===== src/rtl/timegen_multi.sv =====
// timegen_multi: parametrised time base for the alarm-clock datapath.
// Divides the free-running clock into aligned single-cycle one_second,
// one_minute and one_hour strobes and exposes the running seconds and
// minutes counts. Supports a pause (enable low) and a fastwatch mode in
// which every second event also counts as a minute event.
module timegen_multi #(
   parameter int CLK_HZ       = 256,
   parameter int SEC_PER_MIN  = 60,
   parameter int MIN_PER_HOUR = 60,
   localparam int PW = $clog2(CLK_HZ),
   localparam int SW = $clog2(SEC_PER_MIN),
   localparam int MW = $clog2(MIN_PER_HOUR)
) (
   input  logic          clock,
   input  logic          reset,
   input  logic          reset_count,
   input  logic          enable,
   input  logic          fastwatch,
   output logic          one_second,
   output logic          one_minute,
   output logic          one_hour,
   output logic [SW-1:0] sec_count,
   output logic [MW-1:0] min_count
);

   // Terminal values: every wrap compares against limit-1 so that
   // non-power-of-two limits never step into unused codes.
   localparam logic [PW-1:0] PRESC_LAST = PW'(CLK_HZ - 1);
   localparam logic [SW-1:0] SEC_LAST   = SW'(SEC_PER_MIN - 1);
   localparam logic [MW-1:0] MIN_LAST   = MW'(MIN_PER_HOUR - 1);

   logic [PW-1:0] presc;
   logic [PW-1:0] presc_next;
   logic [SW-1:0] sec_next;
   logic [MW-1:0] min_next;
   logic          sec_event;
   logic          min_event;
   logic          hour_event;

   // Next-state decode for one enabled counting edge; the register block
   // below decides whether it is applied (reset, clear, pause).
   always_comb begin
      // NOTE: every signal gets a default first so no path leaves it
      // unassigned; otherwise synthesis infers a latch.
      presc_next = presc + 1'b1;
      sec_next   = sec_count;
      min_next   = min_count;
      sec_event  = 1'b0;
      min_event  = 1'b0;
      hour_event = 1'b0;

      if (presc == PRESC_LAST) begin
         presc_next = '0;
         sec_event  = 1'b1;
         // fastwatch is only looked at here, so toggling it between
         // second events has no effect; entering it drops partial seconds.
         if (fastwatch) begin
            sec_next  = '0;
            min_event = 1'b1;
         end else if (sec_count == SEC_LAST) begin
            sec_next  = '0;
            min_event = 1'b1;
         end else begin
            sec_next  = sec_count + 1'b1;
         end
      end

      if (min_event) begin
         if (min_count == MIN_LAST) begin
            min_next   = '0;
            hour_event = 1'b1;
         end else begin
            min_next   = min_count + 1'b1;
         end
      end
   end

   // State and registered strobes; priority reset > reset_count > pause.
   always_ff @(posedge clock) begin
      // NOTE: sequential state uses non-blocking assignments so every flop
      // samples pre-edge values and simulation matches the hardware.
      if (!reset) begin
         presc      <= '0;
         sec_count  <= '0;
         min_count  <= '0;
         one_second <= 1'b0;
         one_minute <= 1'b0;
         one_hour   <= 1'b0;
      end else if (reset_count) begin
         // Loading a new time restarts the base, even while paused.
         presc      <= '0;
         sec_count  <= '0;
         min_count  <= '0;
         one_second <= 1'b0;
         one_minute <= 1'b0;
         one_hour   <= 1'b0;
      end else if (!enable) begin
         // Paused: counts hold, strobes still end after one cycle.
         one_second <= 1'b0;
         one_minute <= 1'b0;
         one_hour   <= 1'b0;
      end else begin
         presc      <= presc_next;
         sec_count  <= sec_next;
         min_count  <= min_next;
         one_second <= sec_event;
         one_minute <= min_event;
         one_hour   <= hour_event;
      end
   end

endmodule


===== config.mk =====
export PLATFORM = sky130hd
export DESIGN_NAME = timegen_multi
export DESIGN_NICKNAME = d
export VERILOG_FILES = /design/src/rtl/timegen_multi.sv
export SDC_FILE = /design/constraint.sdc
export NUM_CORES = 1
export LEC_CHECK = 0
export ABC_CLOCK_PERIOD_IN_PS = 4500
export CAP_MARGIN = 20
export CORE_MARGIN = 2
export CORE_UTILIZATION = 54
export DETAILED_ROUTE_END_ITERATION = 7
export GPL_ROUTABILITY_DRIVEN = 0
export PLACE_DENSITY = 0.82
export SLEW_MARGIN = 20
export SYNTH_ARGS = -nofsm -noshare
export SYNTH_HDL_FRONTEND = slang
export SYNTH_SLANG_ARGS = --single-unit

===== constraint.sdc =====
create_clock -name clock -period 4.5 [get_ports clock]
set_input_delay 0.9 -clock clock [delete_from_list [all_inputs] [get_ports clock]]
set_output_delay 0.9 -clock clock [all_outputs]
set_load 0.02 [all_outputs]

# Yosys cells after proc, flatten, opt, wreduce, memory -nomap -nowiden
# Cells that the tools add are included.
dict set report word_totals {
  output_inout_bits 15
  register_bits 23
  wordCells 29
}
dict set report classes {
  mux 9
  reduce_logical 5
  n_eq_ne 3
  addsub 3
  bitwise 3
}
# op count
set op_table {}
lappend op_table {{two-way mux 6 bit} 3}
lappend op_table {{adder 6 x 1 -> 6 bit, second input constant} 2}
lappend op_table {{== test 6 bit, second input constant} 2}
lappend op_table {{adder 8 x 1 -> 8 bit, second input constant} 1}
lappend op_table {{== test 8 bit, second input constant} 1}
lappend op_table {{two-way mux 8 bit} 1}
lappend op_table {{two-way mux 1 bit} 5}
lappend op_table {{AND reduction 2 bit} 2}
lappend op_table {{OR reduction 4 bit} 1}
lappend op_table {{NOT 1 bit} 3}
lappend op_table {{OR reduction 3 bit} 1}
lappend op_table {{OR reduction 2 bit} 1}

# Logic depth before layout (Yosys ltp)
# Gate-level depths: netlist (run 1).
dict set report depth {
  word_depth 6
  ltp_mapped 7
  ltp_nobuf 5
}

# Least setup slack after synthesis (run 1)
# OpenSTA, ideal clock, no wires.
dict set report synth_timing {
  path_type {in2reg}
  from {in enable}
  to {reg min_count[5]}
  path_stages 6
  t_arrival_ns 1.980
  slack_ns 2.402
  path_buffers 2
  setup_time_ns 0.117
  cell_sequence {buf_2 nand4_1 or2_1 clkbuf_2 a211o_1 a32o_1}
}
dict set report synth_between {
  elab_chain_len 1
}
# item line_no
set synth_lines {}
lappend synth_lines {{from (decl)} 17} ;# input logic enable,
lappend synth_lines {{AND reduction 2 bit (no line)} n/a}
lappend synth_lines {{to (signal assigned)} 105} ;# min_count <= min_next;
lappend synth_lines {{to (decl)} 23} ;# output logic [MW-1:0] min_count
# Every way passes these cells.
# A chain may end at the register's enable or synchronous reset.

# Worst setup path in the final report (run 1)
dict set report layout_timing {
  from {in enable}
  to {reg min_count[2]}
}
# Same word-level chain as after synthesis.

==> results of run 1 <==
-- placed cells by master, fill, tap and decap left out, types with 2 or more instances in the layout --
master,Yosys,routed
xor2_1,3,3
inv_1,3,3
a21oi_1,6,6
o21ai_0,3,3
dfxtp_1,23,23
clkbuf_4,0,3
nand3_1,3,3
nor3_1,13,13
nor4_1,2,2
or3_1,2,2
o31ai_1,2,2
clkdlybuf4s50_1,0,19
nand4_1,6,6
ha_1,3,3
nand2_1,12,12
a311oi_1,2,2
xnor2_1,7,7
nor2_1,7,7
-- flip-flops by register name, summed over array words and instances, names as in the netlist --
register	cells
presc	8
min_count	6
sec_count	6
one_hour	1
one_minute	1
one_second	1
-- power by group through the flow --
| stage | logic, uW | registers, uW | clock network [uW] |
|---|---|---|---|
| final | 13.2 | 205 | 102 |
| after global routing | 14.6 | 205 | 112 |
| after CTS | 13.1 | 205 | 103 |
| after detailed placement | 13.1 | 210 | 0 |
| after global placement | 12.9 | 210 | 0 |
| after floorplan | 8.30 | 209 | 0 |
-- worst register-to-register path: stages, from the launching register on --
cell      delay, ns
dfxtp_1        0.46
ha_1           0.32
nand4_4        0.15
nor2_1         0.62
a311oi_1       0.20
a31o_2         0.25
-- layout make-up --
cell class	count	area, sq um
Tap cell	27	33.8
Timing Repair Buffer	19	190
Fill cell	164	609
Multi-Input combinational cell	89	567
Sequential cell	23	460
Clock buffer	3	22.5
Clock inverter	1	7.51
Inverter	3	11.3
-- cell usage after synthesis --
library cell / number / area share, %
a211o_1: 1 / 0.82
dfxtp_1: 23 / 43
or4_1: 1 / 0.70
or2_1: 1 / 0.59
ha_1: 3 / 3.5
nor2_2: 1 / 0.59
o21ba_2: 1 / 0.94
nand3_1: 3 / 1.4
a31oi_1: 1 / 0.59
or2_2: 1 / 0.59
a311oi_1: 2 / 1.6
a31o_2: 1 / 0.82
o21ai_0: 3 / 1.4
o211ai_1: 1 / 0.70
xor2_1: 3 / 2.5
nor2_1: 7 / 2.5
o31ai_1: 2 / 1.4
xnor2_1: 7 / 5.8
or3_1: 2 / 1.2
nand4_1: 6 / 3.5
a32o_1: 1 / 0.94
inv_1: 3 / 1.1
nor2b_1: 1 / 0.59
nor3_1: 13 / 6.1
o21bai_1: 1 / 0.70
nor4_1: 2 / 1.2
nand2_1: 12 / 4.2
nor3b_1: 1 / 0.70
nand3b_1: 1 / 0.70
nand2b_1: 1 / 0.59
mux2i_1: 1 / 0.94
and3_1: 1 / 0.59
nand4_4: 1 / 2.0
clkbuf_1: 2 / 0.70
a21oi_1: 6 / 2.8
clkbuf_2: 1 / 0.47
buf_2: 3 / 1.4
-- routing by layer --
layer	up-vias	GRT usage [%]	wire length, um
met4	0	4.76	17
met5	-	0	0
met2	20	32.4	975
li1	474	-	-
met3	4	3.09	84
met1	442	24.8	1040
-- worst paths after layout --
path / startpoint / endpoint / cells after the start / slack (ns)
min reg2reg: sec_count[1] / sec_count[1] / 2 / 0.50
min: sec_count[1] / sec_count[1] / 2 / 0.50
max reg2reg: presc[0] / min_count[2] / 5 / 2.42
max: enable / min_count[2] / 5 / 1.70
-- kinds of logic (layout without fill, tap and decap cells) --
family	count (synthesis)	in the layout	share of synthesized area, %
multiplexers	1	1	0.939
XOR/XNOR	10	10	8.22
AND/OR/NAND/NOR	55	55	27.7
buffers and inverters	9	26	3.64
adder cells (fa/ha/maj)	3	3	3.52
flip-flops	23	23	43.2
AO/OA/AOI/OAI	20	20	12.8
-- stage by stage --
step           utilization [%]  setup WS [ns]  power, uW  std cells
6_report                  68.0           1.70        321        165
3_5_place_dp              66.4           1.41        223        161
5_1_grt                   68.0           1.56        332        165
3_3_place_gp              66.4           1.45        223        161
4_1_cts                   68.0           1.75        321        165
2_1_floorplan                -           2.40        218        121
==> metrics.txt, run 1 <==
crit path DAT 3.02 ns; post-synthesis cell count approximately 120; final hold vios 0; Pre-antenna DRT Iters 4; kind of end point of the critical path register; DPL Wire Length ~1500 um; number of max-cap violations 0; Ys Warns 0; Cell variety after synth 37; WP buf/inv 1; starting DRC count in detailed routing 24; Ant. Diodes 0; Die ar. 2350 sq um; Root Buffer clkbuf_4; Post-DRT Antenna Nets 0; initial antenna violation count 0; Routed wire per std cell 12.8 um; Post-CTS Resized 0; sw power approximately 76 uW; Slew Viols, Final 0; crit path cell chain clkdlybuf4s50_1 -> nand4_1 -> nor2_1 -> a311oi_1 -> a31o_2; Worst Setup Path Type primary input to register; vias in the first global route just under 900; I/O pin cnt 20; largest net degree at the start of global routing 24; status complete, no violations; Synth-to-Final Area Change 21.2%; number of setup buffers added after CTS 0; via count 940; NumNets Final 147; Sw Share roughly a quarter; Initial Utilization a little under three fifths; global route overflow 0; CTS Buf Count 3; clk_skew 0.00383 ns; pwr dens approximately 250 nW/um^2; Clock Latency Late Sink roughly 0.32 ns; Mapped Area roughly 1100 sq um; die width about 48 um; gr usage total a little under a fifth; Post-CTS Hold Buffers 0; WP data required 4.73 ns; final hold slack 0.502 ns; Final setup viols 0; CTS tree yes; Synth Register Bits 23; sequential-to-total area share from yosys stat between 40% and 50%; fin area 1290 sq um; Worst path max stage delay around 0.73 ns; Hold Path Class register to register; Max Clock Freq between 0.3 and 0.4 GHz; Post-Syn Nets about 130; # DRC 0; Via-to-Cell Ratio 5.70; Tmin final 2.80 ns; Clk pwr share 31.8%; Worst Setup Start Kind primary input; leakage dissipation between 0.0004 and 0.0005 uW; Setup TNS 0 ns; Cell Int Power around 240 uW; average size of a mapped cell ~8.8 sq um; cell family with most CP delay simple AND/OR/NAND/NOR gates; H-Tree Depth 1; Slew @ Worst Pin ~0.86 ns; share of cells above drive strength 1 6.52%; Flop pwr share between 60 and 70%; core area 1900 sq um; drt total wl 2120 um; RSZ-0062 raised after global routing false; maximum clock insertion buffer count 2; PortBufs 19; Worst Path Max Fanout 12; CP max-delay cell nor2_1; first-pass GRT wire length about 3600 um; Sink Count 23; combinational share of power 4.1%; Clock transition at path regs approximately 0.14 ns; placed cell area 1260 sq um; Die Height 48.4 um; Slew headroom between 40 and 50%; fin crit share between 60% and 70%; row cnt 16; Worst VDD drop approximately 0.00016 V
Note: power is estimated with default switching activity, not from simulation.
==> run 2: changes to the inputs <==
Settings changed: ABC_CLOCK_PERIOD_IN_PS 4500 to 2380, CORE_UTILIZATION 54 to 45, PLACE_DENSITY 0.82 to 0.73.
Clock period 4.5 ns to 2.38 ns, I/O delays scaled along.
==> metrics.txt, run 2 (synthesis results as in run 1) <==
global route overflow 0; Max Clock Freq around 0.53 GHz; Ant. Diodes 0; Flop pwr share between 60% and 70%; DPL Wire Length around 1700 um; # DRC 0; Worst VDD drop roughly 0.00029 V; Slew @ Worst Pin between 0.4 and 0.5 ns; largest reg by FF count presc; die width 52.7 um; Post-Place Cells 168; Tmin final 1.87 ns; number of setup buffers added after CTS 0; CTS tree yes; number of max-cap violations 0; status complete, no violations; Post-DRT Antenna Nets 0; Die ar. ~2800 sq um; Via-to-Cell Ratio ~5.7; Routed wire per std cell approximately 13 um; Worst Setup Path Type register to register; H-Tree Depth 1; setup ws final between 0.5 and 0.6 ns; final hold slack about 0.52 ns; most frequent cells in the layout dfxtp_1, clkdlybuf4s50_1, nor3_1; Sw Share about 22%; Post-CTS Resized 0; CTS Buf Count 3; Clk pwr share 29.8%; row cnt 17; crit path DAT a little over 2 ns; clk_skew ~0.0022 ns; Final setup viols 0; Slew headroom just under 70%; combinational share of power between 4 and 5%; final hold vios 0; kind of end point of the critical path register; biggest regs presc x8, min_count x6, sec_count x6; maximum clock insertion buffer count 2; pre-CTS setup slack between 0.3 and 0.4 ns; Initial Utilization 47.7%; Hold Path Class register to register; via count about 980; PortBufs 19; starting DRC count in detailed routing 25; core area ~2200 sq um; largest net degree at the start of global routing 14; Root Buffer clkbuf_4; vias in the first global route a little under 900; fin cells 172; Worst Path Max Fanout 9; Post-CTS Hold Buffers 0; Clock Latency Late Sink about 0.31 ns; max reg flops 8; Pre-antenna DRT Iters 4; NumNets Final between 150 and 200; fin crit share between 70% and 80%; drt total wl roughly 2200 um; I/O pin cnt 20; pwr dens 444 nW/um^2; sw power 130 uW; initial antenna violation count 0; RSZ-0062 raised after global routing false; Worst Setup Start Kind register; share of cells above drive strength 1 about a tenth; Synth-to-Final Area Change 25.4%; first-pass GRT wire length 3790 um; leakage dissipation roughly 0.00044 uW; commonest non-fill, non-tap cell in the layout dfxtp_1; Clock transition at path regs about 0.12 ns; Slew Viols, Final 0; Setup TNS 0 ns; WP data required 2.57 ns; gr usage total a little under a fifth; Cell Int Power roughly 460 uW; Sink Count 23; Die Height 52.7 um
-- run 2: cell types whose count changed in the layout (fill, tap and decap cells not counted), sizes merged --
cell,previous run,this run
clkinvlp,1,0
clkinv,0,1
buf,0,6
-- run 2: final timing paths --
path                                   start      endpoint  slack, ns  depth (start not counted)
worst max-delay path                presc[0]  min_count[3]       0.51                          5
worst min-delay path            sec_count[1]  sec_count[1]       0.52                          2
worst max register to register      presc[0]  min_count[3]       0.51                          5
worst min register to register  sec_count[1]  sec_count[1]       0.52                          2
-- run 2: power groups by stage --
stage,logic (uW),clock network (uW),registers [uW]
CTS,28.7,187,388
detailed placement,28.5,0,396
finish,28.5,177,388
global placement,28.1,0,396
global route,31.9,202,388
floorplan,15.7,0,396
-- run 2: final cells by class --
type / count / area, sq um
sequential: 23 / 460
multi-input combinational: 89 / 567
tap: 28 / 35.0
clock inverter: 1 / 5.00
fill: 197 / 897
inverter: 3 / 11.3
timing repair buffer: 25 / 235
clock buffer: 3 / 22.5
-- run 2: metrics by stage --
stage / cell area (sq um) / util, % / power, uW
after global routing: 1340 / 59.8 / 622
final: 1340 / 59.8 / 593
after floorplan: 1070 / - / 412
after global placement: 1310 / 58.6 / 424
after CTS: 1340 / 59.8 / 603
after detailed placement: 1310 / 58.6 / 425
-- run 2: layer usage --
layer	global-route usage (%)	share of wire [%]
met1	25.0	47
met2	28.5	44
met3	4.00	5.1
met4	11.5	3.6
met5	0	0
-- run 2: critical path: stages, from the launching register on --
cell	delay, ns
dfxtp_1	0.44
ha_1	0.32
nand4_4	0.16
or2_1	0.32
nor2_2	0.37
a311oi_1	0.15
